<file path="config.mk">
export PLATFORM = sky130hd
export DESIGN_NAME = key_event_scan_flat
export DESIGN_NICKNAME = d
export VERILOG_FILES = /design/src/rtl/key_event_if.sv /design/src/rtl/key_event_scan.sv /design/src/flat_wrapper.sv
export SDC_FILE = /design/constraint.sdc
export NUM_CORES = 1
export LEC_CHECK = 0
export CORE_ASPECT_RATIO = 1.25
export CORE_MARGIN = 5
export CORE_UTILIZATION = 55
export DETAILED_ROUTE_END_ITERATION = 8
export HOLD_SLACK_MARGIN = 0.05
export MAX_ROUTING_LAYER = met4
export PLACE_DENSITY = 0.72
export SYNTH_ARGS = -nofsm -noshare
export SYNTH_HDL_FRONTEND = slang
export SYNTH_SLANG_ARGS = --single-unit
</file>
<file path="constraint.sdc">
create_clock -name clk -period 4.5 [get_ports clk]
set_clock_uncertainty 0.2 [all_clocks]
set_input_delay 0.9 -clock clk [delete_from_list [all_inputs] [get_ports clk]]
set_output_delay 0.9 -clock clk [all_outputs]
set_load 0.01 [all_outputs]
</file>
<file path="src/rtl/key_event_if.sv">
// key_event_if: key pins, debounced key status and the valid/ready event stream of key_event_scan.
interface key_event_if #(
    parameter int NUM_KEYS = 4,
    parameter int IDX_W    = (NUM_KEYS > 1) ? $clog2(NUM_KEYS) : 1
);
    logic [NUM_KEYS-1:0] key_data;
    logic [NUM_KEYS-1:0] key_state;
    logic [NUM_KEYS-1:0] key_press;
    logic [NUM_KEYS-1:0] key_release;
    logic                evt_valid;
    logic                evt_ready;
    logic [IDX_W-1:0]    evt_code;
    logic [1:0]          evt_type;
    logic                evt_overflow;
    modport master (
        input  key_data, evt_ready,
        output key_state, key_press, key_release, evt_valid, evt_code, evt_type, evt_overflow
    );
    modport slave (
        output key_data, evt_ready,
        input  key_state, key_press, key_release, evt_valid, evt_code, evt_type, evt_overflow
    );
endinterface

</file>
<file path="src/rtl/key_event_scan.sv">
// key_event_scan: per-key debounce, hold timing and a prioritised press/release/long event stream.
// Defining KEY_REPEAT_EN adds periodic REPEAT events while a key stays held after LONG.
module key_event_scan #(
    parameter int NUM_KEYS        = 4,
    parameter int DEBOUNCE_CYCLES = 1000000,
    parameter int LONG_CYCLES     = 50000000,
    parameter int REPEAT_CYCLES   = 10000000,
    parameter int ACTIVE_LOW      = 1
) (
    input  logic        clk,
    input  logic        rst_n,
    key_event_if.master key_if
);
    localparam int IDX_W = (NUM_KEYS > 1) ? $clog2(NUM_KEYS) : 1;
    localparam int CW    = $clog2(DEBOUNCE_CYCLES + 1);
    localparam int HW    = $clog2(LONG_CYCLES + 1);
    localparam logic [CW-1:0] DB_LAST = CW'(DEBOUNCE_CYCLES - 1);
    localparam logic [HW-1:0] H_MAX   = HW'(LONG_CYCLES);
    localparam logic [HW-1:0] H_LONG  = HW'(LONG_CYCLES - 2);
    // Scan order inside one key: PRESS, LONG, REPEAT, RELEASE
    localparam logic [3:0][1:0] PRIO  = {2'd1, 2'd3, 2'd2, 2'd0};
`ifdef KEY_REPEAT_EN
    localparam int RW = $clog2(REPEAT_CYCLES + 1);
    localparam logic [RW-1:0] R_LAST = RW'(REPEAT_CYCLES - 1);
`endif

    logic [NUM_KEYS-1:0]      w_norm, r_sync1, r_sync2, r_state, r_press, r_release;
    logic [NUM_KEYS-1:0]      w_toggle, w_long, w_rep;
    logic [NUM_KEYS-1:0][3:0] r_pend, w_evt, w_load, w_pend_next;
    logic                     w_take, w_found, w_ovf, r_ovf, r_valid;
    logic [IDX_W-1:0]         w_sel_code, r_code;
    logic [1:0]               w_sel_type, r_type;

    assign w_norm = (ACTIVE_LOW != 0) ? ~key_if.key_data : key_if.key_data;

    for (genvar k = 0; k < NUM_KEYS; k++) begin : g_key
        logic [CW-1:0] r_cnt;
        logic [HW-1:0] r_hold;
        assign w_toggle[k] = (r_sync2[k] != r_state[k]) && (r_cnt == DB_LAST);
        assign w_long[k]   = r_state[k] && !w_toggle[k] && (r_hold == H_LONG);
        assign w_evt[k]    = {w_rep[k], w_long[k], w_toggle[k] & r_state[k], w_toggle[k] & ~r_state[k]};
        always_ff @(posedge clk or negedge rst_n) begin
            if (!rst_n) begin
                r_cnt  <= '0;
                r_hold <= '0;
            end else begin
                r_cnt  <= (r_sync2[k] == r_state[k] || w_toggle[k]) ? '0 : r_cnt + 1'b1;
                r_hold <= (w_toggle[k] && !r_state[k]) ? '0 :
                          (r_state[k] && r_hold != H_MAX) ? r_hold + 1'b1 : r_hold;
            end
        end
`ifdef KEY_REPEAT_EN
        logic          r_rep_on;
        logic [RW-1:0] r_rep;
        assign w_rep[k] = r_rep_on && r_state[k] && !w_toggle[k] && (r_rep == R_LAST);
        always_ff @(posedge clk or negedge rst_n) begin
            if (!rst_n) begin
                r_rep_on <= 1'b0;
                r_rep    <= '0;
            end else if (w_long[k]) begin
                r_rep_on <= 1'b1;
                r_rep    <= '0;
            end else if (!r_state[k] || w_toggle[k]) begin
                r_rep_on <= 1'b0;
                r_rep    <= '0;
            end else if (r_rep_on) begin
                r_rep    <= w_rep[k] ? '0 : r_rep + 1'b1;
            end
        end
`else
        assign w_rep[k] = 1'b0;
`endif
    end

    assign w_take = !r_valid || key_if.evt_ready;

    always_comb begin
        w_found    = 1'b0;
        w_sel_code = '0;
        w_sel_type = '0;
        w_load     = '0;
        for (int k = 0; k < NUM_KEYS; k++) begin
            for (int p = 0; p < 4; p++) begin
                if (!w_found && r_pend[k][PRIO[p]]) begin
                    w_found              = 1'b1;
                    w_sel_code           = IDX_W'(k);
                    w_sel_type           = PRIO[p];
                    w_load[k][PRIO[p]]   = w_take;
                end
            end
        end
    end

    // An event landing on the cycle its previous instance is loaded is kept, not lost
    assign w_pend_next = (r_pend & ~w_load) | w_evt;
    assign w_ovf       = |(w_evt & r_pend & ~w_load);

    always_ff @(posedge clk or negedge rst_n) begin
        if (!rst_n) begin
            r_sync1   <= '0;
            r_sync2   <= '0;
            r_state   <= '0;
            r_press   <= '0;
            r_release <= '0;
            r_pend    <= '0;
            r_ovf     <= 1'b0;
            r_valid   <= 1'b0;
            r_code    <= '0;
            r_type    <= '0;
        end else begin
            r_sync1   <= w_norm;
            r_sync2   <= r_sync1;
            r_state   <= r_state ^ w_toggle;
            r_press   <= w_toggle & ~r_state;
            r_release <= w_toggle & r_state;
            r_pend    <= w_pend_next;
            r_ovf     <= w_ovf;
            if (w_take) begin
                r_valid <= w_found;
                r_code  <= w_sel_code;
                r_type  <= w_sel_type;
            end
        end
    end

    assign key_if.key_state    = r_state;
    assign key_if.key_press    = r_press;
    assign key_if.key_release  = r_release;
    assign key_if.evt_valid    = r_valid;
    assign key_if.evt_code     = r_code;
    assign key_if.evt_type     = r_type;
    assign key_if.evt_overflow = r_ovf;
endmodule
</file>
<file path="src/flat_wrapper.sv">
// flat-port wrapper written by rule: the top's interface ports become plain ports
module key_event_scan_flat 
#(
    parameter int NUM_KEYS        = 4,
    parameter int DEBOUNCE_CYCLES = 1000000,
    parameter int LONG_CYCLES     = 50000000,
    parameter int REPEAT_CYCLES   = 10000000,
    parameter int ACTIVE_LOW      = 1
)
  (clk, rst_n, key_if_key_data, key_if_evt_ready, key_if_key_state, key_if_key_press, key_if_key_release, key_if_evt_valid, key_if_evt_code, key_if_evt_type, key_if_evt_overflow);
  key_event_if #(.NUM_KEYS(NUM_KEYS)) key_if_i ();
  input  logic clk;
  input  logic rst_n;
  input wire logic [$bits(key_if_i.key_data)-1:0] key_if_key_data;
  input wire logic [$bits(key_if_i.evt_ready)-1:0] key_if_evt_ready;
  output wire logic [$bits(key_if_i.key_state)-1:0] key_if_key_state;
  output wire logic [$bits(key_if_i.key_press)-1:0] key_if_key_press;
  output wire logic [$bits(key_if_i.key_release)-1:0] key_if_key_release;
  output wire logic [$bits(key_if_i.evt_valid)-1:0] key_if_evt_valid;
  output wire logic [$bits(key_if_i.evt_code)-1:0] key_if_evt_code;
  output wire logic [$bits(key_if_i.evt_type)-1:0] key_if_evt_type;
  output wire logic [$bits(key_if_i.evt_overflow)-1:0] key_if_evt_overflow;
  assign key_if_i.key_data = key_if_key_data;
  assign key_if_i.evt_ready = key_if_evt_ready;
  assign key_if_key_state = key_if_i.key_state;
  assign key_if_key_press = key_if_i.key_press;
  assign key_if_key_release = key_if_i.key_release;
  assign key_if_evt_valid = key_if_i.evt_valid;
  assign key_if_evt_code = key_if_i.evt_code;
  assign key_if_evt_type = key_if_i.evt_type;
  assign key_if_evt_overflow = key_if_i.evt_overflow;
  key_event_scan #(.NUM_KEYS(NUM_KEYS), .DEBOUNCE_CYCLES(DEBOUNCE_CYCLES), .LONG_CYCLES(LONG_CYCLES), .REPEAT_CYCLES(REPEAT_CYCLES), .ACTIVE_LOW(ACTIVE_LOW)) u_core (.clk(clk), .rst_n(rst_n), .key_if(key_if_i));
endmodule
</file>
==> flow_metrics.py, run 1 <==
metrics = {
    "run_status": {
        "status": "finished clean",
    },
    "clocking": {
        "clock_latency_ps": 510,
        "clockBufferDepth": 3,
        "htreeDepth": 1,
        "cts_made_buffers": 24,
        "clk_root_buffer_cell": "clkbuf_16",
        "cts_tree": "yes",
        "clk_pin_slew_ps": 60,
        "cts_sinks": 226,
        "cts-resized-gates": 0,
        "cts_hold_buf": 0,
        "cts_setup_buffers": 0,
    },
    "power": {
        "switchingPower_mw": 0.870,
        "seq_power_share": 0.489,
        "p_leak_nw": 5.53,
        "switching_share": 0.207,
        "p_comb_frac": 0.019,
        "irDropWorstVdd_uv": 285,
        "internal-power_mw": 3.33,
        "finalPower_mw": 4.20,
        "p_per_area_nw_per_um2": 335,
        "clkPwrFrac": 0.492,
    },
    "route": {
        "viasPerCell": 5.62,
        "vias": 8345,
        "drc": 0,
        "first_iter_violations": 473,
        "dr.pass1.iters": 4,
        "routed_wl_um": 21900,
        "wire_per_inst_um": 14.7,
        "ant_nets": 0,
    },
    "finish": {
        "diodes": 0,
        "nets": 1221,
        "fillCellCount": 1702,
        "drive_above_1_share": 0.0567,
        "synthToLayoutAreaGrowth_pct": 12.3,
    },
    "global_route": {
        "grt_use_met3": 0.0297,
        "gr-usage-met1": 0.274,
        "antenna_found_initial": 0,
        "grt.overflow.total": 0,
        "grt_max_degree": 104,
        "grtUsageTotal": 0.201,
        "grt_pass1_vias": 8218,
        "grt_pass1_wl_um": 38600,
        "top_usage_layer": "met2",
        "gr-usage-met2": 0.326,
    },
    "sta": {
        "fin_setup_tns_ps": 0,
        "maxSlewViolCount": 0,
        "max_slew.worst_pin.slew_ps": 1150,
        "max_freq_ghz": 0.359,
        "grt_setup_unrepaired": "false",
        "timing.final.crit_share": 0.620,
        "setup_viol": 0,
        "hold_viol": 0,
        "max-slew-margin-rel": 0.231,
        "fin_crit_ps": 2790,
    },
    "synthesis": {
        "yosysSeqAreaShare": 0.505,
        "synth.most_common_cell": "dfrtp_1",
        "yosysWarnings": 0,
        "synth_top_area_share": 0.505,
        "synthDistinctLibCells": 59,
        "ys_async_sr_fraction": 1.00,
        "syn-num-nets": 1191,
        "syn_area_sq_um": 11200,
        "syn-instance-count": 1168,
        "synth_top_cell_by_area": "dfrtp_1",
        "syn_avg_cell_area_sq_um": 9.58,
        "synth.ff_latch_count": 226,
        "ys_top_cells_by_count": "dfrtp_1 (226), nor2_1 (204), nand2_1 (92)",
        "synth.area.top_cells": "dfrtp_1 (51%), nor2_1 (6.8%), xor2_1 (6.3%)",
        "ys.flop_type": "dfrtp_1",
        "synth_edf_count": 0,
    },
    "floorplan": {
        "io_pins": 25,
        "start_util": 0.557,
        "coreArea_sq_um": 20100,
        "row_count": 58,
        "die_h_um": 169,
        "die_x_um": 138,
        "die_area_sq_um": 23300,
    },
    "min_path": {
        "hold_class": "reg2reg",
    },
    "setup_path": {
        "critPathArrivalTime_ps": 2960,
        "end_kind": "flop",
        "cp_max_fo": 9,
        "crit_path_start_kind": "input pin",
        "required_ps": 4670,
        "crit_type": "in2reg",
    },
    "place": {
        "dp_hpwl_um": 14900,
        "numPortBuffers": 24,
        "globalplace.congestion": 0.866,
    },
    "job": {
        "maxCapViolations": 0,
    },
}
-- registers in the layout, indices dropped and copies added (netlist names), named ones only --
register / cells
u_core.g_key.r_hold: 104
u_core.g_key.r_cnt: 80
u_core.r_pend: 16
u_core.key_if.key_press: 4
u_core.key_if.key_release: 4
u_core.r_sync1: 4
u_core.r_sync2: 4
u_core.key_if.evt_code: 2
u_core.key_if.evt_type: 2
u_core.key_if.evt_overflow: 1
u_core.key_if.evt_valid: 1
-- placed cells by master (no fill, tap or decap), drive strengths merged, types with 6 or more instances in the layout --
| cell type | count |
|---|---|
| ha | 16 |
| xnor2 | 60 |
| or3 | 22 |
| nor4bb | 8 |
| clkinv | 7 |
| xor2 | 81 |
| and3 | 35 |
| nor3 | 31 |
| nor4 | 22 |
| inv | 32 |
| nand4 | 45 |
| nand2 | 93 |
| o21ai | 38 |
| nor4b | 10 |
| nand2b | 9 |
| or2 | 8 |
| clkdlybuf4s50 | 23 |
| dfrtp | 226 |
| buf | 8 |
| nor2 | 205 |
| a21oi | 25 |
| nand3 | 85 |
| clkbuf | 32 |
| and4 | 12 |
| o31ai | 6 |
| and2 | 13 |
-- critical path, stage by stage --
cell and delay [ps]:
clkdlybuf4s50_1 470, nand2b_1 290, nand3_1 260, o31ai_1 380, o221ai_1 170, a2111oi_0 370, nand2_1 110
-- power by group through the flow --
stage	Sequential [mW]	Combinational [mW]	Clock [mW]
2_1_floorplan	2.09	0.0279	0
3_3_place_gp	2.09	0.0849	0
3_5_place_dp	2.09	0.0862	0
4_1_cts	2.05	0.0868	2.12
5_1_grt	2.05	0.0970	2.22
6_report	2.05	0.0817	2.07
-- routing by layer --
layer / share of wire / vias to the layer above
met3: 0.036 / 21
met4: 0.012 / 0
met2: 0.49 / 111
li1: - / 4145
met5: 0 / -
met1: 0.46 / 4068
-- stage by stage --
stage	cells	instance area [sq um]	worst slack, ps	hold slack, ps	util
5_1_grt	1486	12600	1400	159	0.625
3_5_place_dp	1442	11700	1190	136	0.583
3_3_place_gp	1442	11700	1240	132	0.583
2_1_floorplan	1168	11200	1950	131	-
4_1_cts	1486	12600	1690	145	0.625
6_report	1486	12600	1710	145	0.625
-- area by class of cell --
class                           instances  area [sq um]  area share
Multi-Input combinational cell        883          5290       0.421
Clock inverter                         12           144      0.0115
Sequential cell                       226          5660       0.450
Tap cell                              270           338      0.0269
Timing Repair Buffer                   31           310      0.0247
Clock buffer                           32           702      0.0559
Inverter                               32           120     0.00956
-- cell families (layout without fill, tap and decap cells) --
family,after synthesis,in the layout,synth area share
AOI/OAI and AO/OA,95,95,0.0521
xor gates and xnor gates,141,141,0.110
adders and majority gates,16,16,0.0179
buffers and inverters,59,107,0.0225
DFF,226,226,0.505
muxes,9,9,0.00850
and+or+nand+nor,622,622,0.283
-- worst paths after layout --
kind	start	to	slack, ps	cells past startpoint
worst max-delay path	key_if_evt_ready	u_core.key_if.evt_overflow$_DFF_PN0_	1710	7
max in group asynchronous	rst_n	u_core.g_key[0].r_cnt[7]$_DFF_PN0_	2930	2
worst min register to register	u_core.r_sync1[3]$_DFF_PN0_	u_core.r_sync2[3]$_DFF_PN0_	140	0
min in group asynchronous	rst_n	u_core.g_key[3].r_hold[13]$_DFFE_PN0P_	210	1
worst max register to register	u_core.r_pend[3]$_DFF_PN0_	u_core.key_if.evt_overflow$_DFF_PN0_	1750	6
worst min-delay path	u_core.r_sync1[3]$_DFF_PN0_	u_core.r_sync2[3]$_DFF_PN0_	140	0
(Power assumes the default switching activity.)
==> inputs of run 2 (changes only) <==
==> constraint.sdc (replaced) <==
create_clock -name clk -period 2.65 [get_ports clk]
set_clock_uncertainty 0.2 [all_clocks]
set_input_delay 0.53 -clock clk [delete_from_list [all_inputs] [get_ports clk]]
set_output_delay 0.53 -clock clk [all_outputs]
set_load 0.01 [all_outputs]
==> flow_metrics.py, run 2 (synthesis results as in run 1) <==
metrics = {
    "route": {
        "first_iter_violations": 398,
        "ant_nets": 0,
        "drc": 0,
        "viasPerCell": 5.62,
        "vias": 8527,
        "wire_per_inst_um": 14.7,
        "dr.pass1.iters": 7,
        "routed_wl_um": 22300,
    },
    "clocking": {
        "clk_pin_slew_ps": 60,
        "cts_tree": "yes",
        "htreeDepth": 1,
        "cts_made_buffers": 25,
        "clock_latency_ps": 510,
        "cts_sinks": 226,
        "clockBufferDepth": 3,
        "clk_root_buffer_cell": "clkbuf_16",
    },
    "setup_path": {
        "cp_top_family": "simple AND/OR/NAND/NOR gates",
        "cp_max_fo": 14,
        "crit_path_cell_trace": "or4_1 > or4_1 > or2_2 > nor2_8 > buf_12 > a21oi_1",
        "crit_path_max_incr_delay_ps": 570,
        "ff2ff_path_depth": 6,
        "crit_type": "reg2reg",
        "critPathBufInv": 1,
        "crit-reg2reg-capture": "u_core.g_key[0].r_hold[14]$_DFFE_PN0P_",
        "critPathArrivalTime_ps": 2750,
        "r2r_start": "u_core.g_key[0].r_cnt[13]$_DFF_PN0_",
        "crit_path_start_kind": "flop",
        "required_ps": 2840,
        "r2r_setup_slack_ps": 90,
        "cp_slowest_cell": "or4_1",
        "end_kind": "flop",
        "cpMostUsedCell": "or4_1",
    },
    "floorplan": {
        "io_pins": 25,
        "die_x_um": 138,
        "die_h_um": 169,
        "coreArea_sq_um": 20100,
        "row_count": 58,
        "start_util": 0.557,
        "die_area_sq_um": 23300,
    },
    "finish": {
        "final_cell_mix": "dfrtp_1 (226), nor2_1 (203), nand2_1 (92)",
        "biggestRegsByFlops": "u_core.g_key.r_hold x104, u_core.g_key.r_cnt x80, u_core.r_pend x16",
        "largest_reg_flops": 104,
        "nets": 1253,
        "final_common_cell": "dfrtp_1",
        "drive_above_1_share": 0.0818,
        "postLayoutCoreUtil": 0.638,
        "fillCellCount": 1679,
        "diodes": 0,
        "top_register": "u_core.g_key.r_hold",
        "synthToLayoutAreaGrowth_pct": 14.6,
    },
    "min_path": {
        "hold_class": "reg2reg",
        "min-delay-start": "u_core.r_sync1[3]$_DFF_PN0_",
        "hold_depth": 0,
        "holdPathEnd": "u_core.r_sync2[3]$_DFF_PN0_",
    },
    "power": {
        "internal-power_mw": 5.43,
        "finalPower_mw": 6.95,
        "clkPwrFrac": 0.477,
        "p_per_area_nw_per_um2": 542,
        "seq_power_share": 0.502,
        "p_leak_nw": 5.67,
        "irDropWorstVdd_uv": 548,
        "p_comb_frac": 0.022,
        "switchingPower_mw": 1.53,
        "switching_share": 0.220,
    },
    "sta": {
        "max-slew-margin-rel": 0.615,
        "max_slew.worst_pin.slew_ps": 562,
        "maxSlewViolCount": 0,
        "hold_viol": 0,
        "setup_viol": 0,
        "timing.final.crit_share": 0.965,
        "grt_setup_unrepaired": "false",
        "max_freq_ghz": 0.391,
        "timing.final.ws_setup_ps": 92.1,
        "fin_crit_ps": 2560,
    },
    "global_route": {
        "top_usage_layer": "met2",
        "grt_max_degree": 75,
        "antenna_found_initial": 0,
        "gr-usage-met1": 0.275,
        "gr-usage-met2": 0.337,
        "grt_pass1_vias": 8436,
        "grt.overflow.total": 0,
        "grtUsageTotal": 0.205,
        "grt_use_met3": 0.0252,
        "grt_pass1_wl_um": 39300,
    },
    "job": {
        "maxCapViolations": 0,
    },
    "place": {
        "dp_hpwl_um": 15500,
        "numPortBuffers": 24,
        "globalplace.congestion": 0.892,
        "dp_slack_ps": 18.4,
    },
    "run_status": {
        "status": "finished clean",
    },
}
[run 2: worst max-delay path by stage]
stage / to / cells past startpoint / startpoint / slack (ps)
finish: u_core.g_key[0].r_hold[14]$_DFFE_PN0P_ / 6 / u_core.g_key[0].r_cnt[13]$_DFF_PN0_ / 90
global route: u_core.g_key[0].r_hold[12]$_DFFE_PN0P_ / 6 / u_core.g_key[0].r_cnt[13]$_DFF_PN0_ / 3
CTS: u_core.g_key[0].r_hold[14]$_DFFE_PN0P_ / 6 / u_core.g_key[0].r_cnt[13]$_DFF_PN0_ / 90
detailed placement: u_core.key_if.evt_overflow$_DFF_PN0_ / 7 / key_if_evt_ready / 20
global placement: u_core.key_if.evt_overflow$_DFF_PN0_ / 7 / key_if_evt_ready / -20
floorplan: u_core.g_key[0].r_hold[2]$_DFFE_PN0P_ / 7 / u_core.g_key[0].r_cnt[8]$_DFF_PN0_ / 220
[run 2: what timing repair did]
action	4_1_cts	5_1_grt
hold buffers	1	0
gates resized for setup	0	4
endpoints found under the hold margin	130	0
buffers inserted	0	0
setup endpoints to repair	0	5
[run 2: power groups by stage]
stage                     clock network, mW  registers (mW)  logic [mW]
after detailed placement                  0            3.55       0.156
final                                  3.31            3.49       0.151
after floorplan                           0            3.55      0.0474
after CTS                              3.42            3.49       0.158
after global routing                   3.56            3.49       0.177
after global placement                    0            3.55       0.155
[run 2: cell type report]
class                           count  area [sq um]  share of cell area
Tap cell                          270           338              0.0263
Multi-Input combinational cell    883          5300               0.414
Clock inverter                     11          82.6             0.00644
Timing Repair Buffer               62           608              0.0474
Sequential cell                   226          5660               0.441
Clock buffer                       33           716              0.0558
Inverter                           32           120             0.00937
[run 2: stage by stage]
stage	hold slack, ps	cell area [sq um]	setup TNS, ps	instances
6_report	149	12800	0	1517
5_1_grt	159	12800	0	1517
4_1_cts	154	12800	0	1517
3_5_place_dp	136	12000	0	1472
3_3_place_gp	132	12000	-19.5	1472
2_1_floorplan	34.4	11200	0	1168
[run 2: routing by layer]
metal | wire (um) | vias to the layer above
li1 | - | 4180
met1 | 10200 | 4187
met2 | 11100 | 130
met3 | 726 | 30
met4 | 365 | 0
met5 | 0 | -
